===== src/rtl/clk_en_ctrl.sv =====
// Clock-enable / divider controller: 1-cycle tick plus registered divided clock, with
// run/stop control and a valid/ready ratio update that applies only at a period boundary.
module clk_en_ctrl #(
  parameter int unsigned CNT_W   = 22,
  parameter int unsigned DEF_DIV = 4
) (
  input  logic             clk,
  input  logic             clr,
  input  logic             run,
  input  logic             cfg_valid,
  input  logic [CNT_W-1:0] cfg_div,
  output logic             cfg_ready,
  output logic             cfg_done,
  output logic             tick,
  output logic             clk_out,
  output logic             active,
  output logic [CNT_W-1:0] cur_div
);

  localparam logic [CNT_W-1:0] DEF_DIV_C = CNT_W'(DEF_DIV);
  localparam logic [CNT_W-1:0] ONE       = CNT_W'(1);
  localparam logic [CNT_W-1:0] MIN_DIV   = CNT_W'(2);

  typedef enum logic [1:0] {
    ST_STOP   = 2'd0,
    ST_RUN    = 2'd1,
    ST_SWITCH = 2'd2
  } state_e;

  state_e           state_q, state_d;
  logic [CNT_W-1:0] cnt_q, cnt_d;
  logic [CNT_W-1:0] cur_div_q, cur_div_d;
  logic [CNT_W-1:0] pend_q, pend_d;
  logic             done_q, done_d;
  logic             tick_q, tick_d;
  logic             clk_out_q, clk_out_d;

  logic             accept;
  logic             boundary;
  logic [CNT_W-1:0] cfg_div_clamped;
  logic [CNT_W-1:0] cnt_next_wrap;

  always_ff @(posedge clk or posedge clr) begin
    if (clr) begin
      state_q   <= ST_STOP;
      cnt_q     <= '0;
      cur_div_q <= DEF_DIV_C;
      pend_q    <= DEF_DIV_C;
      done_q    <= 1'b0;
      tick_q    <= 1'b0;
      clk_out_q <= 1'b0;
    end else begin
      state_q   <= state_d;
      cnt_q     <= cnt_d;
      cur_div_q <= cur_div_d;
      pend_q    <= pend_d;
      done_q    <= done_d;
      tick_q    <= tick_d;
      clk_out_q <= clk_out_d;
    end
  end

  always_comb begin
    state_d         = state_q;
    cnt_d           = cnt_q;
    cur_div_d       = cur_div_q;
    pend_d          = pend_q;
    done_d          = 1'b0;
    accept          = cfg_valid && (state_q != ST_SWITCH);
    boundary        = (state_q != ST_STOP) && (cnt_q == cur_div_q - ONE);
    cfg_div_clamped = (cfg_div < MIN_DIV) ? MIN_DIV : cfg_div;
    cnt_next_wrap   = boundary ? '0 : cnt_q + ONE;
    case (state_q)
      ST_STOP: begin
        cnt_d = '0;
        if (accept) begin
          cur_div_d = cfg_div_clamped;
          done_d    = 1'b1;
        end
        if (run) state_d = ST_RUN;
      end
      ST_RUN: begin
        cnt_d = cnt_next_wrap;
        // An accept wins over a stop request at the same boundary; the stop is
        // re-evaluated at the boundary that applies the new ratio.
        if (accept) begin
          pend_d  = cfg_div_clamped;
          state_d = ST_SWITCH;
        end else if (boundary && !run) begin
          state_d = ST_STOP;
        end
      end
      ST_SWITCH: begin
        cnt_d = cnt_next_wrap;
        if (boundary) begin
          cur_div_d = pend_q;
          done_d    = 1'b1;
          state_d   = run ? ST_RUN : ST_STOP;
        end
      end
      default: begin
        state_d = ST_STOP;
        cnt_d   = '0;
      end
    endcase
  end

  // tick/clk_out are registered from next-state values so they line up with cnt/state.
  always_comb begin
    tick_d    = (state_d != ST_STOP) && (cnt_d == cur_div_d - ONE);
    clk_out_d = (state_d != ST_STOP) && (cnt_d >= (cur_div_d >> 1));
    cfg_ready = (state_q != ST_SWITCH);
    active    = (state_q != ST_STOP);
  end

  assign cfg_done = done_q;
  assign tick     = tick_q;
  assign clk_out  = clk_out_q;
  assign cur_div  = cur_div_q;

endmodule


===== config.mk =====
export PLATFORM = sky130hd
export DESIGN_NAME = clk_en_ctrl
export DESIGN_NICKNAME = d
export VERILOG_FILES = /design/src/rtl/clk_en_ctrl.sv
export SDC_FILE = /design/constraint.sdc
export NUM_CORES = 1
export LEC_CHECK = 0
export ABC_CLOCK_PERIOD_IN_PS = 5600
export CAP_MARGIN = 10
export CELL_PAD_IN_SITES_DETAIL_PLACEMENT = 1
export CELL_PAD_IN_SITES_GLOBAL_PLACEMENT = 1
export CORE_MARGIN = 4
export CORE_UTILIZATION = 45
export DETAILED_ROUTE_END_ITERATION = 10
export GPL_ROUTABILITY_DRIVEN = 0
export PLACE_DENSITY = 0.78
export SLEW_MARGIN = 20
export SYNTH_ARGS = -nofsm -noshare
export SYNTH_HDL_FRONTEND = slang
export SYNTH_SLANG_ARGS = --single-unit
export TNS_END_PERCENT = 30

===== constraint.sdc =====
create_clock -name clk -period 5.6 [get_ports clk]
set_input_delay 1.68 -clock clk [delete_from_list [all_inputs] [get_ports clk]]
set_output_delay 1.68 -clock clk [all_outputs]
set_load 0.005 [all_outputs]

### After elaboration in Yosys (flattened, before gate mapping)

Index checks and enable logic that the tools add are counted.

* word-level logic and storage cells: 43
* flip-flop bits (word level): 71
* output and inout port bits: 27

* reduce and logical (&&, ||, !) cells: 11
* multiplexer cells: 15
* equality and inequality tests: 5
* magnitude comparators: 2
* $add $sub $neg: 3

Operator list (count)
* 22-bit 2-to-1 mux: 5
* 22-bit equality test: 2
* 22-bit case mux with 2 select lines: 1
* 22-bit by 1-bit subtractor with 22-bit output (second input constant): 2
* 22-bit by 1-bit adder with 22-bit output (second input constant): 1
* 22-bit by 21-bit >= comparator with 1-bit output: 1
* 22-bit by 2-bit < comparator with 1-bit output (second input constant): 1
* 2-bit 2-to-1 mux: 4
* 2-bit case mux with 3 select lines: 1
* 1-bit logical AND: 5
* 2-bit nonzero test: 2
* 1-bit 2-to-1 mux: 3
* 2-bit by 1-bit equality test with 1-bit output (second input constant): 1
* 2-bit equality test (second input constant): 1
* 2-bit zero test: 1
* 2-bit != test (second input constant): 1
* 1-bit case mux with 2 select lines: 1
* 2-bit AND reduction: 1
* 2-bit OR reduction: 1
* 1-bit zero test: 1

### Longest topological paths before layout

Gate-level depths: netlist of run 1.

* depth after elaboration: 9
* gate-level depth with buffers: 25
* depth with buffers taken out: 24

### Worst setup path before layout of run 1

OpenSTA, ideal clock, no wires.

* path type: input -> register
* start point: in cfg_div[18]
* end point: reg clk_out_q (netlist: clk_out)
* setup slack: 0.577 ns
* required time: 5.470 ns
* data arrival time: 4.894 ns
* stages on the path: 22
* path through: or4_1 -> nor3_1 -> a21oi_1 -> a21oi_1 -> a21o_1 -> nand3_1 -> o21a_1 -> inv_1 -> ha_1 -> nand2b_1 -> a21o_1 -> a21o_1 -> a21o_1 -> a21o_1 -> a21o_1 -> a21oi_1 -> o21ai_0 -> a21oi_1 -> nor2b_1 -> o2111ai_1 -> a211o_1 -> a31oi_1

* word-level cells in the longest chain between the ends: 6

RTL lines
* start: declaration: RTL line 11 `input logic [CNT_W-1:0] cfg_div,`
* 22-bit by 2-bit < comparator with 1-bit output: RTL line 71 `cfg_div_clamped = (cfg_div < MIN_DIV) ? MIN_DIV : cfg_div;`
* 22-bit 2-to-1 mux: RTL line 71
* 22-bit 2-to-1 mux: RTL line 76 `if (accept) begin`
* 22-bit case mux with 2 select lines: RTL line 73 `case (state_q)`
* named net cur_div_d[1]: RTL line 32 `logic [CNT_W-1:0] cur_div_q, cur_div_d;`
* 22-bit by 21-bit >= comparator with 1-bit output: RTL line 111 `clk_out_d = (state_d != ST_STOP) && (cnt_d >= (cur_div_d >> 1));`
* 1-bit logical AND: RTL line 111
* named net clk_out_d: RTL line 36 `logic clk_out_q, clk_out_d;`
* end signal: assignment: RTL line 59 `clk_out_q <= clk_out_d;`
* end: declaration: RTL line 36

The timed path passes the listed nets, and every way through them passes these cells.
A chain may end at the register's enable or synchronous reset.

### Worst setup path after layout of run 1

* start point: in cfg_div[16]
* end point: reg clk_out_q (netlist: clk_out)

Same word-level chain as after synthesis.

==> metrics.txt, run 1 <==
Max IR drop VDD approximately 0.00033 V; global-route wire length before repair between 30000 and 40000 um; Post-synth EDFFs 0; mapped cell area about 5800 um^2; CP max FO 2; startpoint types input port; Tmin final 5.499 ns; via count 5606; Synth area leader dfrtp_1; share of cells above drive strength 1 19.40%; syn_area_per_cell between 9 and 10 um^2; post-synthesis sequential area ratio between 30% and 40%; n_diodes 0; met1 usage in global routing a little over a third; Slew @ Worst Pin slightly below 1 ns; Tcrit/Tclk final a little over nine tenths; Critical Path RT slightly below 6 ns; clk slew on worst S/H paths ~0.06 ns; DP Wirelength 16390 um; post-route cell area 7196 um^2; power per cell area between 500 and 600 nW/um^2; gr busiest metal met2; Seq pwr share about 22%; drt wl/cell around 23 um; ranking of synthesized cells by area dfrtp_1 (30%), xnor2_1 (6.9%), ha_1 (6.0%); relative slew slack about a third; Net Count, Synth between 600 and 700; CP arrival around 5.7 ns; f_max ~0.18 GHz; Internal approximately 0.0022 W; row count between 40 and 50; switching share of total power a little under half; clk_skew just over 0.01 ns; unrepaired setup endpoints after global routing true; clk buf depth 2; fin. max-slew vios 0; DR pass1 iterations 5; met3 GRT Util roughly 4.7%; Via density around 6.2; maxcap violations 0; Reg area about 1800 um^2; Final Hold Fails 0; Final ANT Viol Nets 0; die height roughly 120 um; Setup Buffers After CTS 0; FF+latch count, synth around 70; CTS hold repair buffers 0; Yosys top cell area share just under 30%; critical path class input port to flip-flop; CORE AREA between 10000 and 15000 um^2; overall routing resource usage between 20% and 30%; final core occ a little under three fifths; # fillers between 1000 and 1500; TritonCTS clock tree done; Setup-failing EPs final 0; chip width 121.6 um; ys flop type dfrtp_1; fin nets 786; clock latency on the worst-skew pair about 0.35 ns; # DRC 0; largest net degree at the start of global routing between 40 and 50; Net Switching slightly above 0.002 W; IO buf count 52; DRT iter0 DRCs 399; root buffer cell clkbuf_16; worst slack, placed -0.4120 ns; count of different cell masters after synthesis 76; area taken by multi-input logic gates ~3800 um^2; most frequent cells in the layout dfrtp_1 (69), buf_4 (57), clkdlybuf4s50_1 (52), xnor2_1 (46); grt ovf 0; Initial Util 46.05%; hold crit path type flip-flop to flip-flop; vias in the first global route between 6000 and 7000; Layout area overhead 23.81%; routed wire length between 20000 and 25000 um; status complete, no violations; Post-DP Area 6834 um^2; post-layout power around 0.0043 W; Yosys warning count 0; # IOs between 50 and 60; Post-synth ARST share 100.0%; die area approximately 15000 um^2; Sink Count a little over 70; Mapped Cells 640; initial antenna violation count 0; routing usage on met2 approximately half; CTS buffer count 9; clock share of power between 15 and 20%; CP endpoint kind flip-flop; logic gate share of total power ~63%; Final WS setup ~0.1 ns; P_leak 3.145 nW; H-tree depth 3; commonest non-fill, non-tap cell in the layout dfrtp_1
[routing by layer]
metal | wire length [um] | vias up
met3 | 898 | 32
met4 | 592 | 0
met2 | 10690 | 185
li1 | - | 2574
met1 | 8766 | 2815
met5 | 0 | -
[synth_stat cells, drive strengths merged (3+ instances only)]
cell	n
nand4b	3
nand3b	3
buf	10
or3	4
mux2i	5
nand2	35
o211a	3
nor3	21
nand4	21
a21o	14
nand3	35
or4	7
nor3b	5
xnor2	46
o2111ai	4
o211ai	8
a21oi	31
xor2	22
nor4	20
mux2	22
a221oi	12
and4	6
nor2b	10
dfrtp	69
and2	6
a31oi	6
o21ai	16
clkbuf	18
a211oi	4
and4b	4
ha	28
o21a	5
inv	40
and3	25
nor2	33
[cell families after synthesis]
group / synth area share [%]
DFF: 30.61
adders and majority gates: 6.028
muxes: 5.124
AOI/OAI and AO/OA: 17.87
and+or+nand+nor: 25.04
buffers and inverters: 5.081
xor gates and xnor gates: 10.25
[metrics by stage]
step	hold WS, ns	cells	TNS, ns
detailed placement	0.4941	893	-0.4784
finish	0.5137	909	0
global route	0.5301	909	-0.1331
CTS	0.5129	909	0
global placement	0.4717	893	-0.2938
floorplan	0.4500	640	0
[power by group through the flow]
| stage | combinational, W | clock, W | sequential [W] |
|---|---|---|---|
| global route | 0.00287 | 0.000690 | 0.000970 |
| detailed placement | 0.00261 | 0 | 0.000948 |
| finish | 0.00266 | 0.000648 | 0.000948 |
| floorplan | 0.00168 | 0 | 0.000855 |
| global placement | 0.00249 | 0 | 0.000934 |
| CTS | 0.00263 | 0.000660 | 0.000941 |
[worst paths after layout]
check	depth (start not counted)	endpoint	slack, ns	start
max	23	clk_out$_DFF_PP0_	0.10	cfg_div[16]
min	2	pend_q[1]$_DFFE_PP0P_	0.51	pend_q[1]$_DFFE_PP0P_
max reg2reg	16	tick$_DFF_PP0_	0.27	cur_div[5]$_DFF_PP0_
min reg2reg	2	pend_q[1]$_DFFE_PP0P_	0.51	pend_q[1]$_DFFE_PP0P_
max in group asynchronous	3	pend_q[14]$_DFFE_PP0P_	2.80	clr
min in group asynchronous	2	tick$_DFF_PP0_	1.75	clr
[cell type report]
type	instances	area share, %
clock buffer	10	3.321
tap	172	2.991
clock inverter	6	1.269
inverter	41	2.139
sequential	71	24.73
timing repair buffer	109	13.18
multi-input combinational	500	52.37
[registers in the layout (all words and copies together), names as in the netlist]
name / count
tick: 1
cnt_q: 22
cur_div: 22
state_q: 2
cfg_done: 1
pend_q: 22
clk_out: 1
[critical path: stages]
cell,delay (ns)
clkdlybuf4s50_1,0.43
or4_4,0.56
nor3_4,0.23
a21oi_2,0.09
a21oi_1,0.13
a21o_1,0.15
nand3_1,0.08
o21a_1,0.19
inv_2,0.07
ha_1,0.21
nand2b_1,0.14
a21o_1,0.18
a21o_1,0.17
a21o_1,0.17
a21o_1,0.17
a21o_1,0.17
a21oi_1,0.13
o21ai_0,0.11
a21oi_1,0.19
nor2b_1,0.07
o2111ai_1,0.19
a211o_1,0.14
a31oi_1,0.07
[what timing repair did]
| item | CTS | global route |
|---|---|---|
| endpoints found under the setup margin | 1 | 2 |
| cloned | 0 | 0 |
| resized for setup | 1 | 6 |
| pin swaps | 0 | 7 |
(Power assumes the default switching activity.)
==> run 2, diff against run 1 <==
- CORE_MARGIN: 4 -> not set
==> metrics.txt, run 2 (same netlist as run 1, synthesis figures left out) <==
reg2reg end clk_out$_DFF_PP0_; clk_skew 0.01156 ns; CP max FO 2; maxcap violations 0; fin nets around 800; vias in the first global route between 6000 and 7000; r2r startpoint cur_div[5]$_DFF_PP0_; initial antenna violation count 1; final core occ between 50 and 60%; DRT iter0 DRCs 354; # fillers ~1500; status complete, no violations; H-tree depth 3; CTS buffer count 9; Initial Util roughly 46%; # IOs 53; CP endpoint kind flip-flop; hold crit path type flip-flop to flip-flop; most frequent cells in the layout dfrtp_1 (69), buf_4 (69), clkdlybuf4s50_1 (49), xnor2_1 (46), nand2_1 (35); DR pass1 iterations 4; Setup crit end clk_out$_DFF_PP0_; TritonCTS clock tree done; DP Wirelength around 16000 um; chip width ~120 um; drt wl/cell roughly 23 um; Post-DP Area 6909 um^2; f_max 0.1863 GHz; clk slew on worst S/H paths 0.07 ns; Final ANT Viol Nets 0; clk buf depth 2; CORE AREA about 13000 um^2; critical path class input port to flip-flop; post-layout power between 0.004 and 0.005 W; root buffer cell clkbuf_16; overall routing resource usage between 30% and 40%; CTS hold repair buffers 0; Layout area overhead 24.78%; R2R Setup Slk between 0.3 and 0.4 ns; TNS Setup 0 ns; R2R cell count 20; via count 5662; IO buf count between 50 and 60; grt ovf 0; fin. max-slew vios 0; Critical Path Source cfg_div[18]; Critical Path RT between 5 and 6 ns; P_leak roughly 3.2 nW; global-route wire length before repair around 33000 um; Max IR drop VDD ~0.00026 V; Via density 6.148; Final Hold Fails 0; largest net degree at the start of global routing 43; power per cell area 585.7 nW/um^2; die area roughly 13000 um^2; relative slew slack around 34%; post-route cell area approximately 7300 um^2; row count 41; # DRC 0; CP arrival 5.58 ns; Sink Count 71; die height ~120 um; Tcrit/Tclk final between 90% and 100%; startpoint types input port; clock latency on the worst-skew pair ~0.35 ns; routed wire length roughly 21000 um; Tmin final between 5 and 6 ns; share of cells above drive strength 1 approximately a fifth; Min Hold Slack between 0.5 and 0.6 ns; Slew @ Worst Pin a little under 1 ns; Setup-failing EPs final 0
## run 2: cell count changes in the layout (fill, tap and decap cells not counted), sizes merged
cell | before | now
buf | 57 | 69
bufinv | 2 | 0
clkbuf | 10 | 9
clkdlybuf4s50 | 52 | 49
clkinv | 4 | 5
clkinvlp | 0 | 2
diode | 0 | 1
dlymetal6s2s | 0 | 3
inv | 41 | 40
## run 2: per-stage QoR
step	instances	setup WS, ns
global placement	903	-0.3053
finish	921	0.2309
floorplan	640	0.5766
detailed placement	903	-0.4622
CTS	919	0.01488
global route	920	-0.02772
## run 2: repair_timing
item | 4_1_cts | 5_1_grt
setup buffers | 1 | 2
gates cloned | 0 | 0
resized for setup | 4 | 11
pin swaps | 5 | 9
endpoints found under the setup margin | 1 | 2
## run 2: critical path, stage by stage
cell and delay (ns):
clkdlybuf4s50_1 0.44, or4_4 0.44, nor3_4 0.19, a21oi_2 0.09
a21oi_1 0.13, a21o_1 0.18, nand3_2 0.08, o21a_1 0.16
inv_2 0.07, ha_1 0.22, nand2b_4 0.14, a21o_1 0.17
a21o_1 0.17, a21o_1 0.17, a21o_1 0.17, a21o_1 0.18
a21oi_2 0.12, o21ai_1 0.07, a21oi_1 0.17, nor2b_1 0.08
o2111ai_1 0.20, a211o_1 0.16, a31oi_1 0.08
## run 2: how the worst min path moves through the flow
stage | start | endpoint | slack [ns] | depth (start not counted)
after global routing | pend_q[19]$_DFFE_PP0P_ | pend_q[19]$_DFFE_PP0P_ | 0.53 | 1
final | pend_q[4]$_DFFE_PP0P_ | pend_q[4]$_DFFE_PP0P_ | 0.51 | 1
after CTS | pend_q[15]$_DFFE_PP0P_ | pend_q[15]$_DFFE_PP0P_ | 0.51 | 1
after detailed placement | pend_q[1]$_DFFE_PP0P_ | pend_q[1]$_DFFE_PP0P_ | 0.50 | 2
after global placement | pend_q[1]$_DFFE_PP0P_ | pend_q[1]$_DFFE_PP0P_ | 0.47 | 2
after floorplan | pend_q[0]$_DFFE_PP0P_ | pend_q[0]$_DFFE_PP0P_ | 0.45 | 2
## run 2: per-layer routing
layer,global-route usage [%],up-vias,share of wire (%),wire length [um]
met2,57.84,154,50,10610
met5,0,-,0,0
li1,-,2589,-,-
met1,38.60,2868,41,8579
met3,5.649,51,4.9,1044
met4,17.44,0,4.2,891
## run 2: final cells by class
cell class              instances  area, um^2  area share (%)
clock buffers                   9       225.2           3.106
repair buffers                121        1046           14.42
clock inverters                 6       38.79          0.5349
inverters                      41       153.9           2.122
well taps                     172       215.2           2.968
flip-flops and latches         71        1779           24.53
diodes                          1       2.502         0.03451
multi-input cells             500        3791           52.28
## run 2: power breakdown
| group | internal (W) | switching (W) |
|---|---|---|
| sequential | 0.000697 | 0.000253 |
| clock | 0.000296 | 0.000245 |
| combinational | 0.00119 | 0.00157 |
==> run 3, diff against run 2 <==
- CTS_BUF_LIST: not set -> sky130_fd_sc_hd__clkbuf_16
==> results of run 3 <==
Same layout as run 2: the final DEF is identical, and so are final timing and power.
